<file path="config.mk">
export PLATFORM = sky130hd
export DESIGN_NAME = tns_enc_seq_flat
export DESIGN_NICKNAME = d
export VERILOG_FILES = /design/src/rtl/tns_enc_seq_pkg.sv /design/src/rtl/tns_enc_seq_if.sv /design/src/rtl/tns_enc_step.sv /design/src/rtl/tns_enc_seq.sv /design/src/flat_wrapper.sv
export SDC_FILE = /design/constraint.sdc
export NUM_CORES = 1
export LEC_CHECK = 0
export ABC_AREA = 1
export CORE_ASPECT_RATIO = 1.5
export CORE_MARGIN = 1
export CORE_UTILIZATION = 47
export DETAILED_ROUTE_END_ITERATION = 16
export GPL_ROUTABILITY_DRIVEN = 0
export GPL_TIMING_DRIVEN = 0
export PLACE_DENSITY_LB_ADDON = 0.2
export SKIP_LAST_GASP = 1
export SLEW_MARGIN = 20
export SYNTH_ARGS = -nofsm -noshare
export SYNTH_HDL_FRONTEND = slang
export SYNTH_SLANG_ARGS = --single-unit
</file>
<file path="constraint.sdc">
create_clock -name clk -period 2.1 [get_ports clk]
set_input_delay 0.21 -clock clk [delete_from_list [all_inputs] [get_ports clk]]
set_output_delay 0.21 -clock clk [all_outputs]
set_load 0.01 [all_outputs]
</file>
<file path="src/rtl/tns_enc_seq_pkg.sv">
// tns_enc_seq_pkg: TNS code constants and state encoding shared by the encoder and the decoders
package tns_enc_seq_pkg;
  localparam int TNS_N = 6;
  localparam int TNS_DW = 6;
  localparam int TNS_WW = 6;
  localparam logic [TNS_N*TNS_WW-1:0] TNS_WEIGHTS = {6'd13, 6'd8, 6'd5, 6'd3, 6'd2, 6'd1};
  localparam int TNS_MAXVAL = 32;
  typedef enum logic [1:0] {IDLE, CONV, DONE} state_t;
endpackage

</file>
<file path="src/rtl/tns_enc_seq_if.sv">
// tns_enc_seq_if: valid/ready data-in and code-out handshakes of the TNS encoder
interface tns_enc_seq_if import tns_enc_seq_pkg::*; #(
  parameter int N = TNS_N,
  parameter int DW = TNS_DW
);
  logic in_valid;
  logic in_ready;
  logic [DW-1:0] data_in;
  logic out_valid;
  logic out_ready;
  logic [N-1:0] code_out;
  logic err_out;
  modport master (output in_valid, data_in, out_ready, input in_ready, out_valid, code_out, err_out);
  modport slave (input in_valid, data_in, out_ready, output in_ready, out_valid, code_out, err_out);
endinterface

</file>
<file path="src/rtl/tns_enc_step.sv">
// tns_enc_step: one greedy compare-subtract stage of the TNS encoder
module tns_enc_step #(
  parameter int DW = 6,
  parameter int WW = 6
) (
  input  logic [DW-1:0] rem,
  input  logic [WW-1:0] weight,
  output logic          b,
  output logic [DW-1:0] rem_nx
);
  logic [DW-1:0] w;
  assign w = DW'(weight);
  assign b = rem >= w;
  assign rem_nx = b ? rem - w : rem;
endmodule

</file>
<file path="src/rtl/tns_enc_seq.sv">
// tns_enc_seq: sequential greedy TNS encoder, one code bit per cycle, largest weight first
module tns_enc_seq import tns_enc_seq_pkg::*; #(
  parameter int N = TNS_N,
  parameter int DW = TNS_DW,
  parameter int WW = TNS_WW,
  parameter logic [N*WW-1:0] WEIGHTS = TNS_WEIGHTS,
  parameter int MAXVAL = TNS_MAXVAL
) (
  input logic clk,
  input logic rst_n,
  tns_enc_seq_if.slave bus
);
  localparam int IW = N > 1 ? $clog2(N) : 1;
  state_t state, state_nx;
  logic [DW-1:0] rem, rem_nx;
  logic [IW-1:0] idx;
  logic [N-1:0] code;
  logic [WW-1:0] w;
  logic err, b;
  assign w = WEIGHTS[int'(idx)*WW +: WW];
  tns_enc_step #(.DW(DW), .WW(WW)) u_step (.rem(rem), .weight(w), .b(b), .rem_nx(rem_nx));
  always_ff @(posedge clk or negedge rst_n)
    if (!rst_n) state <= IDLE;
    else state <= state_nx;
  always_comb
    state_nx = state == IDLE ? (bus.in_valid ? CONV : IDLE) :
               state == CONV ? (idx == '0 ? DONE : CONV) :
               (bus.out_ready ? IDLE : DONE);
  // in_ready is held low for the whole time reset is asserted
  always_comb begin
    bus.in_ready = rst_n && state == IDLE;
    bus.out_valid = state == DONE;
    bus.code_out = code;
    bus.err_out = err;
  end
  // out-of-range input saturates every bit instead of running the greedy rule
  always_ff @(posedge clk or negedge rst_n)
    if (!rst_n) begin
      rem <= '0;
      idx <= '0;
      code <= '0;
      err <= 1'b0;
    end else if (state == IDLE && bus.in_valid) begin
      rem <= bus.data_in;
      err <= int'(bus.data_in) > MAXVAL;
      idx <= IW'(N - 1);
      code <= '0;
    end else if (state == CONV) begin
      code[idx] <= err | b;
      if (!err) rem <= rem_nx;
      if (idx != '0) idx <= idx - 1'b1;
    end
endmodule

</file>
<file path="src/flat_wrapper.sv">
// flat-port wrapper written by rule: the top's interface ports become plain ports
module tns_enc_seq_flat import tns_enc_seq_pkg::*;
#(
  parameter int N = TNS_N,
  parameter int DW = TNS_DW,
  parameter int WW = TNS_WW,
  parameter logic [N*WW-1:0] WEIGHTS = TNS_WEIGHTS,
  parameter int MAXVAL = TNS_MAXVAL
)
  (clk, rst_n, bus_in_valid, bus_data_in, bus_out_ready, bus_in_ready, bus_out_valid, bus_code_out, bus_err_out);
  tns_enc_seq_if #(.N(N), .DW(DW)) bus_i ();
  input logic clk;
  input logic rst_n;
  input wire logic [$bits(bus_i.in_valid)-1:0] bus_in_valid;
  input wire logic [$bits(bus_i.data_in)-1:0] bus_data_in;
  input wire logic [$bits(bus_i.out_ready)-1:0] bus_out_ready;
  output wire logic [$bits(bus_i.in_ready)-1:0] bus_in_ready;
  output wire logic [$bits(bus_i.out_valid)-1:0] bus_out_valid;
  output wire logic [$bits(bus_i.code_out)-1:0] bus_code_out;
  output wire logic [$bits(bus_i.err_out)-1:0] bus_err_out;
  assign bus_i.in_valid = bus_in_valid;
  assign bus_i.data_in = bus_data_in;
  assign bus_i.out_ready = bus_out_ready;
  assign bus_in_ready = bus_i.in_ready;
  assign bus_out_valid = bus_i.out_valid;
  assign bus_code_out = bus_i.code_out;
  assign bus_err_out = bus_i.err_out;
  tns_enc_seq #(.N(N), .DW(DW), .WW(WW), .WEIGHTS(WEIGHTS), .MAXVAL(MAXVAL)) u_core (.clk(clk), .rst_n(rst_n), .bus(bus_i));
endmodule
</file>
==> results of run 1 <==
[sequential cells by signal, summed over array words and instances (netlist names)]
signal / flops
u_core.state: 2
u_core.bus.err_out: 1
u_core.rem: 6
u_core.idx: 3
u_core.bus.code_out: 6
[cells by family after synthesis]
kind of cell / after synthesis / synth area share (%)
DFF: 18 / 37.74
xor gates and xnor gates: 1 / 0.7339
and+or+nand+nor: 86 / 33.33
buffers and inverters: 23 / 7.966
adders and majority gates: 10 / 11.11
AOI/OAI and AO/OA: 19 / 9.120
[synthesized netlist by cell type, types with 2 or more instances]
master	instances	area, um2
nor2_1	10	37.54
inv_1	19	71.32
nor3b_1	2	15.01
nand3_1	22	110.1
ha_1	9	112.6
o22ai_1	3	18.77
o21ai_0	12	60.06
nand2_1	43	161.4
nor2_2	2	12.51
dfrtp_1	18	450.4
inv_2	2	7.510
nand2_4	3	33.78
[stage by stage]
step	setup TNS (ns)	utilization, %	instances
after floorplan	-0.006116	-	157
after global placement	-1.782	58.63	199
after detailed placement	-2.293	58.63	199
after CTS	-0.7976	62.76	211
after global routing	-2.379	70.92	219
final	-1.478	70.92	219
[repair_timing]
item	in CTS	in global routing
hold endpoints to repair	0	18
setup endpoints to repair	13	13
resized for setup	7	32
pin swaps	2	11
buffers inserted	8	7
hold buffers	0	1
[worst max path at each step]
| stage | from | to | slack, ns | cells past startpoint |
|---|---|---|---|---|
| after detailed placement | u_core.idx[1] | u_core.bus.code_out[4] | -0.22 | 14 |
| final | u_core.idx[0] | u_core.rem[5] | -0.20 | 17 |
| after CTS | u_core.idx[0] | u_core.rem[0] | -0.12 | 16 |
| after floorplan | u_core.idx[1] | u_core.rem[2] | -0.006 | 16 |
| after global placement | rst_n | bus_in_ready | -0.19 | 3 |
| after global routing | u_core.idx[0] | u_core.rem[5] | -0.27 | 15 |
[worst reg2reg max path, delay by kind of cell, from the launching register on]
| kind | cells | cell delay (ns) |
|---|---|---|
| adders and majority gates | 3 | 0.66 |
| buffers and inverters | 4 | 0.35 |
| DFF | 1 | 0.45 |
| and+or+nand+nor | 10 | 0.79 |
[routing by layer]
layer | up-vias | global-route usage [%]
met3 | 13 | 3.152
li1 | 582 | -
met5 | - | 0
met2 | 27 | 38.25
met1 | 554 | 27.24
met4 | 0 | 13.26
[cell type report]
class	instances	area, um2
Fill cell	206	704.4
Sequential cell	18	451.7
Tap cell	24	30.03
Buffer	2	16.27
Timing Repair Buffer	34	309.0
Multi-Input combinational cell	116	793.3
Inverter	21	81.33
Clock buffer	4	36.28
==> results.md, run 1 <==
* Sequential-to-total area share from yosys stat at 37.74%
* Most frequent cells in the layout: 40 x nand2_1, 20 x nand3_1, 17 x clkdlybuf4s50_1, 17 x dfrtp_1, 15 x inv_1
* DIE AREA at between 0.002 and 0.003 mm2
* Worst hold path endpoint: u_core.state[1]
* Global-route wire length before repair at ~4800 um
* Crit path top cell by count: nand2_2
* GRT Total Usage at between 20% and 30%
* Hold Path Class: input pin to flip-flop
* Most common cell after layout, fill and taps aside: nand2_1
* Final hold slack at between 0.4 and 0.5 ns
* Main synth FF type: dfrtp_1
* Clk_lat worst skew at approximately 0.30 ns
* Mapped Area at 0.001194 mm2
* Metal-1 WL at 1229 um
* Max-Cap Viols at 0
* First drt pass iteration count at 4
* DR WL/cell at ~15 um
* Vias per std cell at 5.370
* Clk pin slew, worst setup/hold paths at approximately 0.11 ns
* Final setup violation count at 12
* Iter 0 DRT Violations at 25
* Final worst slack at -0.1962 ns
* Fraction of layout cells with a size suffix above 1 at 29.23%
* Dpl ws at -0.2161 ns
* Met3 wire length at 107 um
* R2R depth at 17
* Height of the die at 63.72 um
* RSZ-0062 raised after global routing: true
* Netlist cell types at 24
* Crit path kind: flip-flop to flip-flop
* HP Start: bus_out_ready
* Crit path launch type: flip-flop
* Buffers & Inverters on Critical Path at 4
* Max Fclk at 435.5 MHz
* DR WL met2 at 1767 um
* # IOs at 19
* CTS tree: yes
* Vias in the first global route at between 1000 and 1500
* Syn Inst Count at 157
* Worst reg2reg path startpoint: u_core.idx[0]
* CP endpoint kind: flip-flop
* Synth warn at 0
* Rows at 22
* ANT cells at 0
* Share of synthesized registers carrying an async set or reset at 100.0%
* Die W at 43.15 um
* Root Buffer: clkbuf_4
* Top Metal Used: met4
* Status: finished with violations
* Hold Vio Cnt, Final at 0
* Final critical-path share of the clock period at 109.3%
* Dpl hpwl at 2003 um
* Critical-path cell list: buf_6 -> buf_6 -> ha_4 -> nand2_2 -> nand2_2 -> inv_2 -> ha_4 -> fa_2 -> inv_2 -> nand3_4 -> nand3_4 -> nor2_4 -> nand2_2 -> nand2_4 -> nand2_4 -> nand2_1 -> nand2_1
* H-tree Lvls at 1
* Initial Util at roughly half
* Core Area at 0.002422 mm2
* Max incr delay on CP at 0.45 ns
* Final wirelength at 3218 um
* Remaining Overflow, GRT at 0
* Post-DRT Antenna Nets at 0
* Placed cell areas at ~0.0014 mm2
* Finished Cell Area at 0.001718 mm2
* Fin. max-slew vios at 0
* Skew final at 0.005269 ns
* Port Buffer Count at 18
* Min Clock Period, post-route at 2.296 ns
* Fin nets at 216
* Critical Path RT at 2.35 ns
* DRC at 0
* Failing checks: negative setup slack
* Largest net degree at the start of global routing at 20
* Clock Path Buffers at 2
* Worst relative slew slack at 43.83%
* #FFs+latches synth at 18
* Crit-path max FO at 7
* Synthesized area per cell at 7.603 um2
* Crit path max-delay cell type: dfrtp_2
* Largest delay share family, worst path: simple AND/OR/NAND/NOR gates
* RR Endpoint: u_core.rem[5]
* EDFF count, synth at 0
* Number of CTS-inserted buffers at 3
* Hold path cells at 2
* Worst Tran Pin Value at 0.8397 ns
* R2R setup slack at -0.20 ns
* Initial antenna violation count at 0
* Syn nets at ~180
* Via count at 1176
* CP arrival at 2.55 ns
* Number of clock sinks seen by CTS at 18
* Layout area overhead at 43.92%
Power of run 1 is not shown: default switching activity piles up to over one toggle a cycle in this logic, so the estimate is an artifact.
==> run 2, diff against run 1 <==
--- a/config.mk
+++ b/config.mk
@@ -6,6 +6,7 @@
 export NUM_CORES = 1
 export LEC_CHECK = 0
 export ABC_AREA = 1
+export ABC_CLOCK_PERIOD_IN_PS = 2100
 export CORE_ASPECT_RATIO = 1.5
 export CORE_MARGIN = 1
 export CORE_UTILIZATION = 47
==> constraint.sdc (replaced) <==
create_clock -name clk -period 2.1 [get_ports clk]
set_input_delay 0.21 -clock clk [delete_from_list [all_inputs] [get_ports clk]]
set_output_delay 0.21 -clock clk [all_outputs]
set_load 0.05 [all_outputs]
==> run 2 against run 1 <==
  * The run still ends with negative setup slack left
  * Utilization down 1.3 points
  * Sequential cell count unchanged
  * Maximum frequency down 2.6%
  * Sequential share of layout area up 0.51 points
  * Global-route usage up 0.52 points
  * Routed wire length down 1.6%
  * Largest cell class unchanged
  * Highest routed layer unchanged
==> results.md, run 2 (synthesis results as in run 1) <==
* Height of the die at approximately 64 um
* Iter 0 DRT Violations at 21
* Remaining Overflow, GRT at 0
* ANT cells at 0
* Worst Tran Pin Value at between 0.8 and 0.9 ns
* Vias per std cell at 5.410
* DRC at 0
* Most frequent cells in the layout: 40 x nand2_1, 20 x nand3_1, 17 x clkdlybuf4s50_1, 17 x dfrtp_1, 15 x inv_1
* Vias in the first global route at 1118
* Clock Path Buffers at 2
* Core Area at 0.002422 mm2
* Fraction of layout cells with a size suffix above 1 at between 20% and 30%
* Crit path max-delay cell type: dfrtp_1
* Hold Vio Cnt, Final at 0
* Max-Cap Viols at 0
* Most common cell after layout, fill and taps aside: nand2_1
* Crit path kind: flip-flop to flip-flop
* Final setup violation count at 12
* Sequential Area at 451.7 um2
* FILL cells at 213
* Via count at 1174
* Global-route wire length before repair at around 4900 um
* Max Fclk at 424.0 MHz
* Final wirelength at 3168 um
* Root Buffer: clkbuf_4
* Max incr delay on CP at roughly 0.4 ns
* Crit path top cell by count: inv_2
* Crit path launch type: flip-flop
* Number of clock sinks seen by CTS at 18
* Clk_lat worst skew at approximately 0.3 ns
* # IOs at 19
* Final worst slack at -0.2586 ns
* First drt pass iteration count at 4
* Min Clock Period, post-route at ~2.4 ns
* Initial Util at approximately half
* Largest net degree at the start of global routing at 19
* Die W at 43.15 um
* DIE AREA at 0.002749 mm2
* Skew final at 0.003558 ns
* DR WL/cell at between 10 and 15 um
* Crit-path max FO at 7
* Hold Path Class: input pin to flip-flop
* Critical-path cell list: inv_2 -> ha_2 -> or2_4 -> nand2_2 -> inv_2 -> ha_4 -> fa_2 -> inv_2 -> nand3_4 -> nand3_4 -> nor2_4 -> nand2_2 -> nand2_4 -> nand2_4 -> nand2_1 -> nand2_1
* Failing checks: negative setup slack
* CP arrival at 2.60 ns
* Fin nets at 214
* Clk pin slew, worst setup/hold paths at 0.11 ns
* Worst relative slew slack at between 40% and 50%
* Status: finished with violations
* Fin. max-slew vios at 0
* Largest delay share family, worst path: simple AND/OR/NAND/NOR gates
* Critical Path RT at about 2.3 ns
* CP endpoint kind: flip-flop
* Rows at 22
* Dpl ws at -0.4738 ns
* Port Buffer Count at 18
* Dpl hpwl at 2003 um
* Final critical-path share of the clock period at 112.3%
* Initial antenna violation count at 0
* GRT Total Usage at 23.49%
* H-tree Lvls at 1
* CTS tree: yes
* RSZ-0062 raised after global routing: true
* Layout area overhead at 41.20%
* Number of CTS-inserted buffers at 3
* Multi-input gate area at 772.0 um2
* Buffers & Inverters on Critical Path at 3
* Post-DRT Antenna Nets at 0
-- run 2: changes by cell type in the layout (fill, tap and decap cells not counted) --
cell and delta:
buf_4 -2, clkbuf_2 -1, clkdlybuf4s15_2 +1, ha_2 +1, ha_4 -1, inv_2 +1, inv_4 -1, o21ai_0 -1
o21ai_1 +4, o21ai_2 -3
-- run 2: final timing paths --
check / startpoint / to / slack, ns / depth (start not counted)
worst max-delay path: u_core.idx[1] / u_core.rem[5] / -0.26 / 16
worst min-delay path: bus_out_ready / u_core.state[1] / 0.48 / 2
worst max register to register: u_core.idx[1] / u_core.rem[5] / -0.26 / 16
worst min register to register: u_core.rem[0] / u_core.rem[0] / 0.52 / 2
max in group asynchronous: rst_n / u_core.idx[0] / 0.86 / 2
min in group asynchronous: rst_n / u_core.bus.code_out[0] / 0.68 / 2
-- run 2: routing by layer --
| metal | up-vias | routed length (um) | GRT usage (%) |
|---|---|---|---|
| met4 | 0 | 70 | 12.88 |
| met1 | 564 | 1263 | 27.97 |
| li1 | 577 | - | - |
| met3 | 6 | 101 | 3.152 |
| met2 | 27 | 1732 | 39.37 |
| met5 | - | 0 | 0 |
-- run 2: metrics by stage --
stage          setup TNS [ns]  cell area (um2)  util (%)  cells  hold WS (ns)
2_1_floorplan       -0.006667             1210         -    157      -0.08559
3_5_place_dp           -2.560             1420     58.63    199        0.4936
6_report               -1.880             1685     69.58    217        0.4843
3_3_place_gp           -2.049             1420     58.63    199        0.4882
5_1_grt                -2.922             1685     69.58    217        0.4903
4_1_cts                -1.079             1528     63.07    212        0.4816
-- run 2: what timing repair did --
action	4_1_cts	5_1_grt
hold buffers	1	0
setup endpoints to repair	13	12
pin swaps	2	10
buffers inserted	8	5
gates resized for setup	6	29
endpoints found under the hold margin	18	0
-- run 2: final cells by class --
cell class	instances	area share [%]
Inverter	21	4.677
Buffer	2	0.9651
Multi-Input combinational cell	116	45.81
Timing Repair Buffer	32	17.82
Clock buffer	4	2.153
Tap cell	24	1.782
Sequential cell	18	26.80
Power of run 2 is left out for the same reason.
==> run 3, diff against run 2 <==
--- a/config.mk
+++ b/config.mk
@@ -14,6 +14,7 @@
 export GPL_ROUTABILITY_DRIVEN = 0
 export GPL_TIMING_DRIVEN = 0
 export PLACE_DENSITY_LB_ADDON = 0.2
+export REMOVE_ABC_BUFFERS = 1
 export SKIP_LAST_GASP = 1
 export SLEW_MARGIN = 20
 export SYNTH_ARGS = -nofsm -noshare
==> run 3 against run 2 <==
  * Cell area down 6.1%
  * Worst hold slack worse by 0.0054 ns
  * Final cell count down 3.7%
  * The flow still finishes with violations (negative setup slack)
  * Register-to-register slack better by 0.11 ns
  * Maximum frequency up 4.8%
  * Utilization down 4.2 points
  * Clock skew down 0.00095 ns
  * Setup slack better by 0.11 ns
  * Critical endpoint is now u_core.rem[2]
  * Die area unchanged
==> results.md, run 3 (synthesis results as in run 1) <==
* Height of the die at between 60 and 70 um
* Final setup violation count at 12
* Min Clock Period, post-route at between 2 and 2.5 ns
* Via count at 1153
* Max Fclk at 444.5 MHz
* Dpl hpwl at about 2000 um
* Initial Util at approximately half
* CP endpoint kind: flip-flop
* Fin. max-slew vios at 0
* Fin nets at between 200 and 250
* Root Buffer: clkbuf_4
* First drt pass iteration count at 7
* Most frequent cells in the layout: 36 x nand2_1, 20 x nand3_1, 17 x clkdlybuf4s50_1, 17 x dfrtp_1, 13 x inv_1
* Crit path kind: flip-flop to flip-flop
* Vias in the first global route at between 1000 and 1500
* DR WL/cell at around 14 um
* Top Metal Used: met4
* Layout area overhead at 32.60%
* Final wirelength at 3005 um
* Critical Path RT at 2.35 ns
* Status: finished with violations
* Clk_lat worst skew at roughly 0.30 ns
* DR WL met2 at between 1500 and 2000 um
* R2R setup slack at -0.15 ns
* RSZ-0062 raised after global routing: true
* Fin cells at roughly 210
* Remaining Overflow, GRT at 0
* Die W at 43.15 um
* FILL cells at 205
* Number of clock sinks seen by CTS at 18
* Metal-1 WL at 1132 um
* Number of CTS-inserted buffers at 3
* Largest net degree at the start of global routing at 19
* GRT Total Usage at about a quarter
* Hold Vio Cnt, Final at 0
* Core Area at 0.002422 mm2
* # IOs at 19
* Clk pin slew, worst setup/hold paths at 0.10 ns
* Crit path launch type: flip-flop
* Iter 0 DRT Violations at 29
* Crit-path max FO at 7
* H-tree Lvls at 1
* Skew final at ~0.0026 ns
* Global-route wire length before repair at 4981 um
* Fraction of layout cells with a size suffix above 1 at between 20% and 30%
* Worst relative slew slack at 44.43%
* DRC at 0
* Met3 wire length at 141 um
* Vias per std cell at 5.517
* Initial antenna violation count at 0
* Port Buffer Count at 18
* Hold Path Class: input pin to flip-flop
* CTS tree: yes
* Final hold slack at between 0.4 and 0.5 ns
* Clock Path Buffers at 2
* Worst Tran Pin Value at approximately 0.83 ns
* DP Cell Count at 197
* CP arrival at 2.50 ns
* DIE AREA at ~0.0027 mm2
* Failing checks: negative setup slack
* ANT cells at 0
* Final worst slack at -0.1499 ns
* Rows at 22
* Post-DRT Antenna Nets at 0
* Final critical-path share of the clock period at 107.1%
* Most common cell after layout, fill and taps aside: nand2_1
* Max-Cap Viols at 0
run 3: cell count changes in the layout (fill, tap and decap cells not counted), sizes merged:
cell / before / now
buf: 15 / 8
clkbuf: 4 / 3
run 3: final cells by class:
class | count | area (um2) | share of cell area (%)
Clock buffer | 3 | 22.52 | 1.423
Inverter | 21 | 81.33 | 5.138
Multi-Input combinational cell | 116 | 745.7 | 47.11
Sequential cell | 18 | 451.7 | 28.54
Tap cell | 24 | 30.03 | 1.897
Timing Repair Buffer | 27 | 251.5 | 15.89
run 3: final timing paths:
check	cells after the start	start	end
max	16	u_core.idx[1]	u_core.rem[2]
min	2	bus_out_ready	u_core.state[1]
max reg2reg	16	u_core.idx[1]	u_core.rem[2]
min reg2reg	2	u_core.rem[0]	u_core.rem[0]
max in group asynchronous	2	rst_n	u_core.idx[0]
min in group asynchronous	2	rst_n	u_core.bus.code_out[2]
run 3: timing repair:
action / in CTS / in global routing
setup endpoints to repair: 13 / 12
resized for setup: 24 / 15
setup buffers: 4 / 4
hold buffers: 1 / 0
pin swaps: 6 / 8
endpoints found under the hold margin: 18 / 0
run 3: critical path, stage by stage (launching register included):
cell and delay (ns):
dfrtp_1 0.39, inv_2 0.08, ha_4 0.15, or2_4 0.22, nand2_2 0.07, inv_2 0.04, ha_4 0.15, fa_2 0.36
inv_2 0.07, nand3_2 0.08, nand3_2 0.12, nor2_4 0.04, nand2_2 0.07, nand2_4 0.10, nand2_8 0.12, nand2_2 0.05
nand2_1 0.07
run 3: per-stage QoR:
step           instance area [um2]  worst slack (ns)  setup TNS, ns  util (%)
2_1_floorplan                 1177           -0.1561         -1.515         -
3_3_place_gp                  1388           -0.4449         -4.354     57.28
3_5_place_dp                  1388           -0.5170         -5.405     57.28
4_1_cts                       1491           -0.1405         -1.015     61.57
5_1_grt                       1583           -0.2239         -2.121     65.34
6_report                      1583           -0.1499         -1.038     65.34
run 3: per-layer routing:
| metal | vias up | global-route usage, % |
|---|---|---|
| met5 | - | 0 |
| met4 | 0 | 13.26 |
| met3 | 9 | 2.865 |
| met2 | 35 | 42.72 |
| met1 | 544 | 26.10 |
| li1 | 565 | - |
Power of run 3 is left out for the same reason.
